**src/rtl/dp_arb_pkg.sv**
```systemverilog
// dp_arb_pkg: shared FSM states and default sizing for the job arbiter family
package dp_arb_pkg;
  typedef enum logic [1:0] {IDLE, LAUNCH, WAIT, RELEASE} state_t;
  localparam int NREQ_DEF = 4;
  localparam int TIMEOUT_DEF = 64;
endpackage

```
**src/rtl/dp_job_arbiter_rr_select.sv**
```systemverilog
// rr_select: picks the first set request at or after ptr, wrapping modulo N
module rr_select
  import dp_arb_pkg::*;
#(
  parameter int N  = NREQ_DEF,
  parameter int PW = $clog2(N)
) (
  input  logic [N-1:0]  req,
  input  logic [PW-1:0] ptr,
  output logic          valid,
  output logic [PW-1:0] owner
);
  // scan downward so the smallest offset from ptr is the last, winning write
  always_comb begin
    valid = |req;
    owner = '0;
    for (int i = N - 1; i >= 0; i--)
      if (req[(int'(ptr) + i) % N]) owner = PW'((int'(ptr) + i) % N);
  end
endmodule

```
**src/rtl/dp_job_arbiter.sv**
```systemverilog
// dp_job_arbiter: round-robin sharing of one start/complete datapath with timeout
module dp_job_arbiter
  import dp_arb_pkg::*;
#(
  parameter int NREQ    = NREQ_DEF,
  parameter int TIMEOUT = TIMEOUT_DEF
) (
  input  logic            clk,
  input  logic            rst,
  input  logic [NREQ-1:0] req,
  output logic [NREQ-1:0] grant,
  output logic [NREQ-1:0] req_done,
  output logic            req_err,
  output logic            dp_start,
  input  logic            dp_complete,
  output logic            busy,
  output logic            err_sticky,
  input  logic            err_clr
);
  localparam int PW = $clog2(NREQ);
  localparam int CW = $clog2(TIMEOUT);
  state_t state, next;
  logic [PW-1:0] ptr, owner, sel;
  logic [CW-1:0] wait_cnt;
  logic [NREQ-1:0] owner_hot;
  logic sel_valid, err, expire;
  rr_select #(.N(NREQ)) u_sel (.req(req), .ptr(ptr), .valid(sel_valid), .owner(sel));
  // state register
  always_ff @(posedge clk or posedge rst)
    if (rst) state <= IDLE;
    else state <= next;
  // next state and Moore output decode from state and registered owner
  always_comb begin
    expire = wait_cnt == CW'(TIMEOUT - 1);
    owner_hot = NREQ'(1) << owner;
    next = state == IDLE ? (sel_valid ? LAUNCH : IDLE) :
           state == LAUNCH ? WAIT :
           state == WAIT ? ((dp_complete || expire) ? RELEASE : WAIT) : IDLE;
    grant = state == IDLE ? '0 : owner_hot;
    req_done = state == RELEASE ? owner_hot : '0;
    req_err = state == RELEASE && err;
    dp_start = state == LAUNCH;
    busy = state != IDLE;
  end
  // owner capture, timeout counting, rotation pointer and sticky error
  always_ff @(posedge clk or posedge rst)
    if (rst) begin
      ptr <= '0;
      owner <= '0;
      wait_cnt <= '0;
      err <= 1'b0;
      err_sticky <= 1'b0;
    end else begin
      if (state == IDLE && sel_valid) owner <= sel;
      if (state == LAUNCH) wait_cnt <= '0;
      else if (state == WAIT && !dp_complete && !expire) wait_cnt <= wait_cnt + 1'b1;
      if (state == LAUNCH) err <= 1'b0;
      else if (state == WAIT) err <= !dp_complete && expire;
      if (state == RELEASE) ptr <= owner == PW'(NREQ - 1) ? '0 : owner + 1'b1;
      err_sticky <= (state == RELEASE && err) ? 1'b1 : err_clr ? 1'b0 : err_sticky;
    end
endmodule

```
**config.mk**
```make
export PLATFORM = sky130hd
export DESIGN_NAME = dp_job_arbiter
export DESIGN_NICKNAME = d
export VERILOG_FILES = /design/src/rtl/dp_arb_pkg.sv /design/src/rtl/dp_job_arbiter_rr_select.sv /design/src/rtl/dp_job_arbiter.sv
export SDC_FILE = /design/constraint.sdc
export NUM_CORES = 1
export LEC_CHECK = 0
export ABC_CLOCK_PERIOD_IN_PS = 1890
export BUFFER_PORTS_ARGS = -buffer_cell sky130_fd_sc_hd__buf_2
export CAP_MARGIN = 20
export CORE_MARGIN = 1
export CORE_UTILIZATION = 52
export CTS_BUF_LIST = sky130_fd_sc_hd__clkbuf_8 sky130_fd_sc_hd__clkbuf_16
export DETAILED_ROUTE_END_ITERATION = 6
export PLACE_DENSITY = 0.73
export SKIP_CTS_REPAIR_TIMING = 1
export SLEW_MARGIN = 30
export SYNTH_ARGS = -nofsm -noshare
export SYNTH_HDL_FRONTEND = slang
export SYNTH_HIERARCHICAL = 1
export SYNTH_SLANG_ARGS = --single-unit
```
**constraint.sdc**
```tcl
create_clock -name clk -period 1.89 [get_ports clk]
set_input_delay 0.189 -clock clk [delete_from_list [all_inputs] [get_ports clk]]
set_output_delay 0.189 -clock clk [all_outputs]
set_load 0.05 [all_outputs]
```
Word level (Yosys, flattened, before mapping)
Cells that the tools add are included.
{ "classes": {"addsub": 5, "multipliers": 0, "n_div": 0, "order_cmp": 4, "n_eq_ne": 5, "shifts": 1, "muxes": 29, "bitwise_logic": 3, "n_reduce_logical": 17} }
{ "op_table": {"columns": ["cell", "count"], "rows": [
  ["2-bit 2-to-1 mux", 8],
  ["1-bit 2-to-1 mux", 13],
  ["3-bit by 4-bit less-than comparator with 1-bit output (second input constant)", 3],
  ["6-bit 2-to-1 mux", 2],
  ["1-bit binary-select mux with 2-bit select", 4],
  ["4-bit 2-to-1 mux", 2],
  ["2-bit nonzero test", 4],
  ["6-bit by 1-bit adder with 6-bit output (second input constant)", 1],
  ["2-bit == test (second input constant)", 3],
  ["6-bit == test (second input constant)", 1],
  ["2-bit OR reduction", 3],
  ["1-bit logical AND", 5],
  ["2-bit by 1-bit adder with 2-bit output (second input constant)", 2],
  ["2-bit adder (second input constant)", 2],
  ["4-bit OR reduction", 1],
  ["1-bit by 2-bit << shifter with 4-bit output (first input constant)", 1],
  ["1-bit bitwise AND (first input constant)", 3],
  ["2-bit by 3-bit less-than comparator with 1-bit output (second input constant)", 1],
  ["2-bit by 1-bit == test with 1-bit output (second input constant)", 1],
  ["1-bit logical NOT", 2],
  ["2-bit logical NOT", 1],
  ["1-bit logical OR", 1]
]} }
{ "totals": {"ff_bits": 14, "latch_bits": 0, "ram_bits": 0, "rom_bits": 0, "input_bits": 8, "output_inout_bits": 12, "memories": 0} }

Longest topological paths before layout
Gate-level depths: netlist of the first run.
{ "logic_depth": {"depth_word": 10, "depth_mapped": 5, "depth_no_buf": 5} }

Hierarchy
The synthesis of the first run kept the hierarchy.
{ "modules_own_cells": {"columns": ["mod", "instances", "cells_each", "area_per_inst_um2"], "rows": [
  ["dp_job_arbiter", 1, 78, 854.6],
  ["rr_select", 1, 13, 77.6]
]} }

Worst setup path before layout of the first run
No wires, ideal clock.
{ "synth_path": {"kind": "flip-flop to flip-flop", "from": "register state[1]", "to": "register wait_cnt[0]", "setup_time_ps": 125, "arrival_time_ps": 1630, "setup_slack_ps": 135, "path_stages_with_launch": 6, "path_buffers": 1, "path_cell_list": "dfrtp_1 -> inv_1 -> ha_1 -> buf_4 -> and2b_2 -> mux2_4"} }
{ "synth_between": {"word_cells_on_any_way": 6, "classes_between": "2 x eq/ne; 1 x mux; 3 x reduce/logical"} }
{ "synth_lines": {"columns": ["item", "line_no", "source"], "rows": [
  ["start, declared", "dp_job_arbiter.sv:22", "state_t state, next;"],
  ["start signal, assigned", "dp_job_arbiter.sv:31", "else state <= next;"],
  ["2-bit by 1-bit == test with 1-bit output *", null, null],
  ["named net dp_start", "dp_job_arbiter.sv:14", "output logic dp_start,"],
  ["6-bit 2-to-1 mux / 2-bit nonzero test (equally long branches)", null, null],
  ["end signal, assigned", "dp_job_arbiter.sv:56", "else if (state == WAIT && !dp_complete && !expire) wait_cnt <= wait_cnt + 1'b1;"],
  ["end, declared", "dp_job_arbiter.sv:24", "logic [CW-1:0] wait_cnt;"]
]} }
The timed path passes the listed nets; every way through them passes the cells marked *.
A chain may end at the register's enable or synchronous reset.

Final worst setup path of the first run
{ "layout_path": {"from": "register state[1]", "to": "output dp_start"} }
{ "layout_between": {"elab_chain_len": 1} }
{ "layout_rtl": {"columns": ["item", "line_no", "source"], "rows": [
  ["2-bit by 1-bit == test with 1-bit output", "dp_job_arbiter.sv:42", "dp_start = state == LAUNCH;"],
  ["end, declared", "dp_job_arbiter.sv:14", null]
]} }
No other way between the ends.

==> results of run 1 <==
cell usage in the layout, fill, tap and decap left out, types with 2 or more instances in the layout:
master / count
a21oi_1: 2
inv_1: 8
dfrtp_1: 14
a211oi_1: 2
buf_2: 19
nor3_1: 2
nor2_1: 8
nand2b_1: 4
mux2_2: 6
a31oi_1: 3
ha_1: 9
mux2i_1: 2
nand2_1: 4
nor2b_1: 6
and2_1: 5
clkbuf_8: 3
layout make-up:
cell class | count | area (um^2)
clock buffers | 3 | 41.3
fillers | 139 | 503
inverters | 8 | 30.0
multi-input cells | 68 | 544
flip-flops and latches | 14 | 350
well taps | 24 | 30.0
repair buffers | 19 | 95.1
power by group:
part | total [mW] | switching, mW | internal [mW]
clock network | 0.238 | 0.0969 | 0.141
logic | 0.930 | 0.589 | 0.340
registers | 0.495 | 0.101 | 0.394
total | 1.66 | 0.787 | 0.875
path summary, 6_finish.rpt:
path	start	end	slack [ns]	depth (start not counted)
setup reg to reg	state[0]$_DFF_PP0_	wait_cnt[0]$_DFFE_PP0P_	0.37	5
setup / recovery	state[1]$_DFF_PP0_	dp_start	0.27	3
hold / removal	rst	ptr[0]$_DFFE_PP0N_	-0.02	2
min in group clk	err_clr	err_sticky$_DFFE_PP0P_	0.22	3
hold reg to reg	err_sticky$_DFFE_PP0P_	err_sticky$_DFFE_PP0P_	0.47	1
max in group asynchronous	rst	wait_cnt[1]$_DFFE_PP0P_	1.56	2
worst max-delay path, cell delays in order (launching register included):
cell	delay, ns
dfrtp_1	0.40
inv_1	0.08
ha_1	0.37
buf_2	0.34
flip-flops by register name, summed over array words and instances (netlist names):
register / count
wait_cnt: 6
owner: 2
ptr: 2
state: 2
err: 1
err_sticky: 1
cell families (layout without fill, tap and decap cells):
group / after synthesis / count (layout) / synth area share (%)
flops: 14 / 14 / 37.6
compound gates: 13 / 13 / 12.4
mux: 9 / 9 / 11.0
fa+ha+maj: 9 / 9 / 12.1
buf+inv: 9 / 30 / 4.03
simple gates: 37 / 37 / 23.0
layer usage:
metal  wire length [um]  global-route usage [%]  part of all wire (%)
met1                801                    25.7                    51
met2                720                    29.1                    46
met3                 34                    3.67                   2.2
met4                 17                    10.9                   1.1
met5                  0                       0                     0
through the flow:
step | hold slack (ns) | area [um^2] | total power, mW | std cells
finish | -0.0240 | 1090 | 1.66 | 136
detailed placement | 0.269 | 1050 | 1.44 | 133
global placement | 0.253 | 1050 | 1.41 | 133
floorplan | 0.0782 | 932 | 1.26 | 91
CTS | -0.00406 | 1090 | 1.68 | 136
global route | 0.0299 | 1090 | 1.78 | 136
==> metrics, run 1 <==
status complete, but fails checks; failing checks hold timing; CTS tree built; worst slew pin tran 0.528 ns; I/O Pins 20; Final Max Slew Viols 0; Initial Util 58.5%; worst hold slack -0.0240 ns; main flop type after synthesis dfrtp_1; setup TNS 0 ns; Yosys cell types 30; maxcap violations 0; drt drc 0; Clock Latency Late Sink 0.24 ns; async set or reset register ratio after synthesis 100%; RSZ-0062 raised after global routing false; H-tree levels 1; share of the synthesized area in the top cell type 37.6%; full die area 1970 um^2; Layout area overhead 17.0%; worst vdd ir 0.000906 V; Clock Sinks 14; vias in the first global route 658; initial antenna violation count 0; die height 44.3 um; Crit. End Element output port; WL final 1.57 mm; Synth area leader dfrtp_1; Fin Clk Skew 0.00238 ns; clk slew on worst S/H paths 0.06 ns; Worst Path Arrival 1.43 ns; Final Core Density 68.4%; Inserted Diodes 0; Initial DRC Count 19; Worst setup SP type flip-flop; grt ovf 0; setup violators final 0; Root Driver clkbuf_8; Yosys warnings 6; nets@finish 131; share of post-route cells with drive strength above 1 29.5%; DPL Wire Length 1.22 mm; count of input and output buffers 19; ratio of final minimum period to clock period 85.5%; CP Max Fanout 12; Tightest Hold Check Type in -> async; Synth Instances 91; Cell Area, Synth 932 um^2; synth cell count leaders dfrtp_1, ha_1, inv_1, nor2_1; sequential fraction of the synthesis area 37.6%; Via density 5.11; pre-CTS setup slack 0.375 ns; DR WL/cell 11.6 um; Max Fclk 619 MHz; Final Hold Vio Count 14; Leakage 0.557 nW; GRT Overall Usage 19.2%; Clock Path Buffers 2; row count 14; number of flops mapped to enable cells by yosys 0; Via Count 695; net count after synthesis 108; Final ANT Viol Nets 0; Crit Path Class reg -> out; drt first pass iters 4; Slew headroom 64.7%; post-synthesis sequential element count 14; post-layout worst setup margin 0.274 ns; largest net degree at the start of global routing 15; Placer Congestion 0.853; clock period minus worst slack 1.62 ns; power per cell area 1520 nW/um^2; core area 1590 um^2; Avg Cell Area, Syn 10.2 um^2; DIE WIDTH 44.3 um; Worst Path Required 1.70 ns; most frequent cell after synthesis dfrtp_1; Area contributors post-synth dfrtp_1, ha_1, mux2_2; first-pass GRT wire length 2.69 mm; CTS Buf Count 3
No activity file was read; power rests on OpenSTA's default activity.
==> inputs of run 2 (changes only) <==
Settings changed: CORE_UTILIZATION 52 to 45, PLACE_DENSITY 0.73 to 0.64.
==> metrics, run 2 (synthesis gave the netlist of run 1 again) <==
Reg-to-Reg Start state[0]$_DFF_PP0_; die height 47.5 um; core area 1960 um^2; drt first pass iters 4; count of input and output buffers 19; setup violators final 0; worst hold slack -0.0272 ns; Placer Congestion 0.761; Inst Count DP 136; first-pass GRT wire length 2.55 mm; Clock Latency Late Sink 0.24 ns; Layout Cells excl Fill 140; Inserted Diodes 0; # fillers 191; Initial Util 47.5%; RSZ-0062 raised after global routing false; max FFs per register 6; final instance area 1110 um^2; initial antenna violation count 0; Final Max Slew Viols 0; WL final 1.64 mm; Fin Clk Skew 0.000955 ns; Leakage 0.564 nW; Clock Path Buffers 2; most frequent cells in the layout buf_2, dfrtp_1, ha_1; Via Count 719; crit path to dp_start; clk slew on worst S/H paths 0.06 ns; Crit Path Class reg -> out; Max Fclk 602 MHz; clock period minus worst slack 1.66 ns; Pwr Total 1.72 mW; storage element area 350 um^2; Root Driver clkbuf_8; Via density 5.14; worst vdd ir 0.000903 V; DPL Wire Length 1.24 mm; Placement Cell Area 1050 um^2; I/O Pins 20; maxcap violations 0; largest net degree at the start of global routing 15; Crit. End Element output port; CTS Buf Count 3; Worst Path Required 1.70 ns; status complete, but fails checks; Tightest Hold Check Type in -> async; DIE WIDTH 47.5 um; CTS tree built; area of the multi-input gates 544 um^2; grt ovf 0; most common cell after layout, fill and taps aside buf_2; CP Max Fanout 12; R2R Setup Slk 0.37 ns; vias in the first global route 578; power per cell area 1550 nW/um^2; Reg2Reg Depth 5; failing checks hold timing; Final Core Density 56.5%; Final Hold Vio Count 14; DR WL/cell 11.7 um; worst r2r dst wait_cnt[0]$_DFFE_PP0P_; Initial DRC Count 10; Slew headroom 64.5%; drt drc 0; post-layout worst setup margin 0.228 ns; row count 16; Layout area overhead 18.9%; worst slew pin tran 0.532 ns; Final ANT Viol Nets 0; H-tree levels 1; crit path from state[1]$_DFF_PP0_; Top reg by flops wait_cnt; GRT Overall Usage 17.0%; share of post-route cells with drive strength above 1 30.1%; nets@finish 131; Worst setup SP type flip-flop; full die area 2260 um^2; ratio of final minimum period to clock period 87.9%; setup TNS 0 ns; pre-CTS setup slack 0.383 ns; Clock Sinks 14; Worst Path Arrival 1.47 ns
[run 2: cell types whose count changed in the layout (fill, tap and decap cells not counted)]
cell | previous run | this run
clkbuf_8 | 3 | 4
[run 2: worst min-delay path by stage]
stage | cells after the start | start | slack, ns | to
after floorplan | 1 | rst | 0.08 | err$_DFFE_PP0P_
after global placement | 2 | rst | 0.27 | wait_cnt[1]$_DFFE_PP0P_
after detailed placement | 2 | rst | 0.26 | ptr[0]$_DFFE_PP0N_
after CTS | 2 | rst | -0.007 | ptr[0]$_DFFE_PP0N_
after global routing | 2 | rst | 0.02 | ptr[0]$_DFFE_PP0N_
final | 2 | rst | -0.03 | ptr[0]$_DFFE_PP0N_
[run 2: worst max-delay path: stages (launching register included)]
cell and delay [ns]:
dfrtp_1 0.40, inv_1 0.09, ha_1 0.40, buf_2 0.34
[run 2: per-layer routing]
layer  vias to the layer above  share of wire, %  GRT usage, %
met5                         -                 0             0
met4                         0               1.7          10.9
met3                         4               4.1          4.53
met2                        20                45          24.9
met1                       336                49          22.3
li1                        359                 -             -
[run 2: final cells by class]
class | count | share of cell area [%]
clock buffers | 4 | 4.97
repair buffers | 19 | 8.58
well taps | 27 | 3.05
multi-input cells | 68 | 49.1
flip-flops and latches | 14 | 31.6
inverters | 8 | 2.71
[run 2: power breakdown]
part	total (mW)	internal [mW]	switching [mW]
logic	0.938	0.341	0.596
clock network	0.291	0.184	0.106
registers	0.491	0.394	0.0969
